### config.mk
export PLATFORM = sky130hd
export DESIGN_NAME = mem_arbiter_2m
export DESIGN_NICKNAME = d
export VERILOG_FILES = /design/src/rtl/mem_arbiter_2m.sv
export SDC_FILE = /design/constraint.sdc
export NUM_CORES = 1
export LEC_CHECK = 0
export CORE_MARGIN = 10
export CORE_UTILIZATION = 32
export CTS_CLUSTER_DIAMETER = 60
export CTS_CLUSTER_SIZE = 14
export DETAILED_ROUTE_END_ITERATION = 16
export PLACE_DENSITY = 0.79
export RECOVER_POWER = 100
export SLEW_MARGIN = 20
export SYNTH_ARGS = -nofsm -noshare
export SYNTH_HDL_FRONTEND = slang
export SYNTH_SLANG_ARGS = --single-unit
export TNS_END_PERCENT = 30
### constraint.sdc
create_clock -name clk -period 1.9 [get_ports clk]
set_input_delay 0.475 -clock clk [delete_from_list [all_inputs] [get_ports clk]]
set_output_delay 0.475 -clock clk [all_outputs]
set_load 0.02 [all_outputs]
### src/rtl/mem_arbiter_2m.sv
// Two-master arbiter and sequencer for a dual-port register-file memory.
// Sticky-owner arbitration with a burst cap, registered memory strobes, and
// a {valid, owner} pipeline that steers read data back to the issuing master.
module mem_arbiter_2m #(
  parameter  int DATA       = 16,
  parameter  int DEPTH      = 16,
  parameter  int BURST_MAX  = 4,
  parameter  int MEM_RD_LAT = 1,
  localparam int AW         = $clog2(DEPTH)
) (
  input  logic            clk,
  input  logic            reset,
  input  logic            m0_req,
  input  logic            m0_we,
  input  logic [AW-1:0]   m0_addr,
  input  logic [DATA-1:0] m0_wdata,
  output logic            m0_gnt,
  output logic            m0_rvalid,
  output logic [DATA-1:0] m0_rdata,
  input  logic            m1_req,
  input  logic            m1_we,
  input  logic [AW-1:0]   m1_addr,
  input  logic [DATA-1:0] m1_wdata,
  output logic            m1_gnt,
  output logic            m1_rvalid,
  output logic [DATA-1:0] m1_rdata,
  output logic            mem_wr_en,
  output logic            mem_out_en,
  output logic [AW-1:0]   mem_wr_addr,
  output logic [AW-1:0]   mem_rd_addr,
  output logic [DATA-1:0] mem_wr_data,
  input  logic [DATA-1:0] mem_q_out
);

  localparam int CW = $clog2(BURST_MAX + 1);
  localparam logic [CW-1:0] CNT_MAX  = CW'(BURST_MAX);
  localparam logic [CW-1:0] CNT_ONE  = CW'(1);
  localparam logic [CW-1:0] CNT_ZERO = CW'(0);

  typedef enum logic [1:0] {
    IDLE = 2'b00,
    OWN0 = 2'b01,
    OWN1 = 2'b10
  } state_e;

  state_e          state_q, state_d;
  logic [CW-1:0]   cnt_q, cnt_d;
  logic            grant0, grant1;
  logic            sel_we;
  logic [AW-1:0]   sel_addr;
  logic [DATA-1:0] sel_wdata;
  logic            wr_acc, rd_acc;

  logic            mem_wr_en_q, mem_out_en_q;
  logic [AW-1:0]   mem_wr_addr_q, mem_rd_addr_q;
  logic [DATA-1:0] mem_wr_data_q;
  // Bit k is the read issued k+1 cycles ago; bit MEM_RD_LAT lines up with q_out.
  logic [MEM_RD_LAT:0] rv_vld_q, rv_own_q;

  // Owner state and burst counter register.
  always_ff @(posedge clk or posedge reset) begin
    if (reset) begin
      state_q <= IDLE;
      cnt_q   <= CNT_ZERO;
    end else begin
      state_q <= state_d;
      cnt_q   <= cnt_d;
    end
  end

  // Arbitration: owner keeps the grant until it stops asking or its burst is spent while contested.
  always_comb begin
    state_d = state_q;
    cnt_d   = cnt_q;
    grant0  = 1'b0;
    grant1  = 1'b0;
    case (state_q)
      IDLE: begin
        if (m0_req) begin
          grant0  = 1'b1;
          state_d = OWN0;
          cnt_d   = CNT_ONE;
        end else if (m1_req) begin
          grant1  = 1'b1;
          state_d = OWN1;
          cnt_d   = CNT_ONE;
        end else begin
          state_d = IDLE;
          cnt_d   = CNT_ZERO;
        end
      end
      OWN0: begin
        if (m0_req && (!m1_req || (cnt_q < CNT_MAX))) begin
          grant0 = 1'b1;
          cnt_d  = (cnt_q < CNT_MAX) ? (cnt_q + CNT_ONE) : CNT_MAX;
        end else if (m1_req) begin
          grant1  = 1'b1;
          state_d = OWN1;
          cnt_d   = CNT_ONE;
        end else begin
          state_d = IDLE;
          cnt_d   = CNT_ZERO;
        end
      end
      OWN1: begin
        if (m1_req && (!m0_req || (cnt_q < CNT_MAX))) begin
          grant1 = 1'b1;
          cnt_d  = (cnt_q < CNT_MAX) ? (cnt_q + CNT_ONE) : CNT_MAX;
        end else if (m0_req) begin
          grant0  = 1'b1;
          state_d = OWN0;
          cnt_d   = CNT_ONE;
        end else begin
          state_d = IDLE;
          cnt_d   = CNT_ZERO;
        end
      end
      default: begin
        state_d = IDLE;
        cnt_d   = CNT_ZERO;
      end
    endcase
  end

  // Pick the accepted master's request fields and classify the access.
  always_comb begin
    if (grant1) begin
      sel_we    = m1_we;
      sel_addr  = m1_addr;
      sel_wdata = m1_wdata;
    end else begin
      sel_we    = m0_we;
      sel_addr  = m0_addr;
      sel_wdata = m0_wdata;
    end
    wr_acc = (grant0 | grant1) & sel_we;
    rd_acc = (grant0 | grant1) & ~sel_we;
  end

  // Memory strobes one cycle after accept; address/data hold when idle.
  always_ff @(posedge clk or posedge reset) begin
    if (reset) begin
      mem_wr_en_q   <= 1'b0;
      mem_out_en_q  <= 1'b0;
      mem_wr_addr_q <= {AW{1'b0}};
      mem_rd_addr_q <= {AW{1'b0}};
      mem_wr_data_q <= {DATA{1'b0}};
    end else begin
      mem_wr_en_q  <= wr_acc;
      mem_out_en_q <= rd_acc;
      if (wr_acc) begin
        mem_wr_addr_q <= sel_addr;
        mem_wr_data_q <= sel_wdata;
      end
      if (rd_acc) begin
        mem_rd_addr_q <= sel_addr;
      end
    end
  end

  // Track outstanding reads so data is routed to the issuer; reset drops them.
  always_ff @(posedge clk or posedge reset) begin
    if (reset) begin
      rv_vld_q <= {(MEM_RD_LAT+1){1'b0}};
      rv_own_q <= {(MEM_RD_LAT+1){1'b0}};
    end else begin
      rv_vld_q <= {rv_vld_q[MEM_RD_LAT-1:0], rd_acc};
      rv_own_q <= {rv_own_q[MEM_RD_LAT-1:0], grant1};
    end
  end

  // Grants are suppressed while reset is held so nothing looks accepted.
  assign m0_gnt      = grant0 & ~reset;
  assign m1_gnt      = grant1 & ~reset;
  assign mem_wr_en   = mem_wr_en_q;
  assign mem_out_en  = mem_out_en_q;
  assign mem_wr_addr = mem_wr_addr_q;
  assign mem_rd_addr = mem_rd_addr_q;
  assign mem_wr_data = mem_wr_data_q;
  // q_out is passed through during the rvalid cycle, zero otherwise.
  assign m0_rvalid   = rv_vld_q[MEM_RD_LAT] & ~rv_own_q[MEM_RD_LAT];
  assign m1_rvalid   = rv_vld_q[MEM_RD_LAT] &  rv_own_q[MEM_RD_LAT];
  assign m0_rdata    = m0_rvalid ? mem_q_out : {DATA{1'b0}};
  assign m1_rdata    = m1_rvalid ? mem_q_out : {DATA{1'b0}};

endmodule

==> flow_summary.yaml <==
power_and_ir_drop:
  switching_share: 0.3064
  power_leakage_uw: 0.001618
  power_density_nw_per_um2: 812.4
  clkPwrFrac: 0.302
  p_int_uw: 1903
  p_total_uw: 2744
  power.switching_uw: 841.0
  irDropWorstVdd_mv: 0.5096
  p_comb_frac: 0.364
  seqPwrFrac: 0.334
placement:
  post-place-ws_ns: -0.6681
  hpwlAfterDp_um: 5551
  port_buffers: 123
  placed_area_um2: 3272
  place_congestion: 0.9195
  place_inst: 398
floorplan:
  dieArea_um2: 9234
  die-height_um: 96.10
  rows: 27
  io_pins: 124
  start_util: 0.3324
  coreArea_um2: 5574
  fp.dieW_um: 96.10
yosys:
  avgSynthCellArea_um2: 9.601
  syn_area_um2: 1853
  synth-seq-area-share: 0.4591
  yosys_warnings: 0
  synth_edf_count: 0
  synth_top_area_frac: 0.4591
  synth_flop_cell: "dfrtp_1"
  synth.area.top_cells: "dfrtp_1 46%, o21ai_2 9.0%, a22oi_1 8.1%"
  yosysTopAreaCell: "dfrtp_1"
  syn-num-nets: 256
  synth-seq-cells: 34
  synth.distinct_cells: 33
  syn_inst: 193
  synthArstFlopShare: 1.000
sta:
  fin_ws_ns: -0.006378
  finalSetupTns_ns: -0.006378
  slew_headroom: 0.4392
  fin_crit_sh: 1.003
  fmax_mhz: 524.6
  tightest_slew_ns: 0.8413
  hold_violations: 0
  period_minus_slack_ns: 1.906
  rsz0062_at_grt: "true"
  finalClockSkew_ns: 0.002623
  setup_violations: 1
  slew_violations: 0
setup_path:
  end_kind: "primary output"
  cp_max_fo: 5
  cp_data_required_time_ns: 1.42
  r2r_cells: 5
  cp-start-kind: "flip-flop"
  arrival_ns: 1.43
  r2r_setup_slack_ns: 0.10
  worst-setup-path-type: "flip-flop to primary output"
grt:
  antenna_found_initial: 0
  grt_usage: 0.1407
  grt_max_degree: 35
  grt_pass1_vias: 2044
  overflow: 0
  grt_first_pass_wirelength_um: 10310
finish:
  regArea_um2: 854.6
  syn_to_final_growth_pct: 82.31
  final_common_cell: "clkdlybuf4s50_1"
  nFillCells: 494
  nNetsFinal: 400
  final_cells: 410
  diodes: 0
  multiInputGateArea_um2: 880.8
  layout-drive-gt1-share: 0.2811
  most-common-layout-cells: "84 x clkdlybuf4s50_1, 31 x inv_1, 31 x dfrtp_1"
  finish.instance_area_um2: 3378
clock_tree:
  worstSkewPairLatency_ns: 0.28
  cts_tree: "done"
  cts_buffers: 5
  max-clock-path-buffers: 2
  cts.sinks: 34
  cts-root-buf: "clkbuf_8"
  h-tree-depth: 2
  clkTransAtPathRegs_ns: 0.07
  hold_buffers: 0
detailed_routing:
  ant_nets: 0
  vias_per_cell: 4.912
  totalWireLength_um: 7193
  drt_iter0_markers: 64
  vias: 2014
  drc: 0
  wl_per_cell_um: 17.54
  first_pass_iters: 4
outcome:
  violations: "negative setup slack"
  status: "finished, violations left"
worst_hold_path:
  hold_class: "flip-flop to flip-flop"
  min_path_cells: 0
job:
  maxCapViolations: 0
==> cell families (layout without fill, tap and decap cells) <==
group	after synthesis	in the layout	share of synthesized area
flops	34	34	0.4592
buf+inv	44	187	0.1013
simple gates	54	56	0.1708
fa+ha+maj	1	1	0.006751
mux	1	1	0.005402
compound gates	59	59	0.2566
==> power groups by stage <==
stage / clock [µW] / sequential, µW / combinational [µW]
floorplan: 0 / 1050 / 342
global placement: 0 / 920 / 997
detailed placement: 0 / 925 / 1010
CTS: 847 / 917 / 1000
global route: 877 / 934 / 1080
finish: 829 / 916 / 1000
==> layout make-up <==
type / count / share of cell area
timing repair buffer: 146 / 0.3796
inverter: 33 / 0.03778
sequential: 34 / 0.2530
tap: 72 / 0.02667
clock buffer: 6 / 0.02444
clock inverter: 2 / 0.01778
multi-input combinational: 117 / 0.2607
==> worst max-delay path, stage by stage, from the launching register on <==
cell and delay, ns:
dfrtp_2 0.44, and3b_2 0.27, nor3_4 0.22, nor3_2 0.06, buf_4 0.16
==> routing by layer <==
metal	global-route usage	routed length, µm	up-vias	part of all wire
li1	-	-	958	-
met1	0.1613	2885	932	0.40
met2	0.2354	3246	115	0.45
met3	0.05992	977	9	0.14
met4	0.03686	83	0	0.012
met5	0	0	-	0
==> worst paths after layout <==
path                        startpoint               to
max                         state_q[0]           m1_gnt
min                        rv_own_q[0]      rv_own_q[1]
max reg2reg                 state_q[0]  mem_wr_data[12]
min reg2reg                rv_own_q[0]      rv_own_q[1]
max in group asynchronous        reset         cnt_q[2]
min in group asynchronous        reset       state_q[0]
==> flip-flops by register name, indices dropped and copies added, names as in the netlist <==
name	flops
mem_wr_data	16
mem_rd_addr	4
mem_wr_addr	4
cnt_q	3
rv_own_q	2
rv_vld_q	2
state_q	2
mem_wr_en	1
==> Yosys cell counts (all sizes together) (2+ instances only) <==
cell type,instances
a21oi,3
a22oi,20
a31o,2
and2,18
and3,17
buf,6
clkbuf,5
dfrtp,34
inv,33
nand2,4
nand3,4
nor2,4
nor2b,2
nor3,2
o21ai,21
o221ai,4
==> repair_timing <==
action | 4_1_cts | 5_1_grt
hold endpoints to repair | 0 | 0
pin swaps | 2 | 4
setup buffers | 0 | 2
gates cloned | 0 | 2
endpoints found under the setup margin | 57 | 33
gates resized for setup | 91 | 36
==> metrics by stage <==
stage	util	hold slack (ns)
after floorplan	-	0.3312
after global routing	0.6061	0.3598
after CTS	0.6166	0.3526
final	0.6061	0.3495
after detailed placement	0.5870	0.3362
after global placement	0.5870	0.3329
Power figures use the tool's default switching activity.
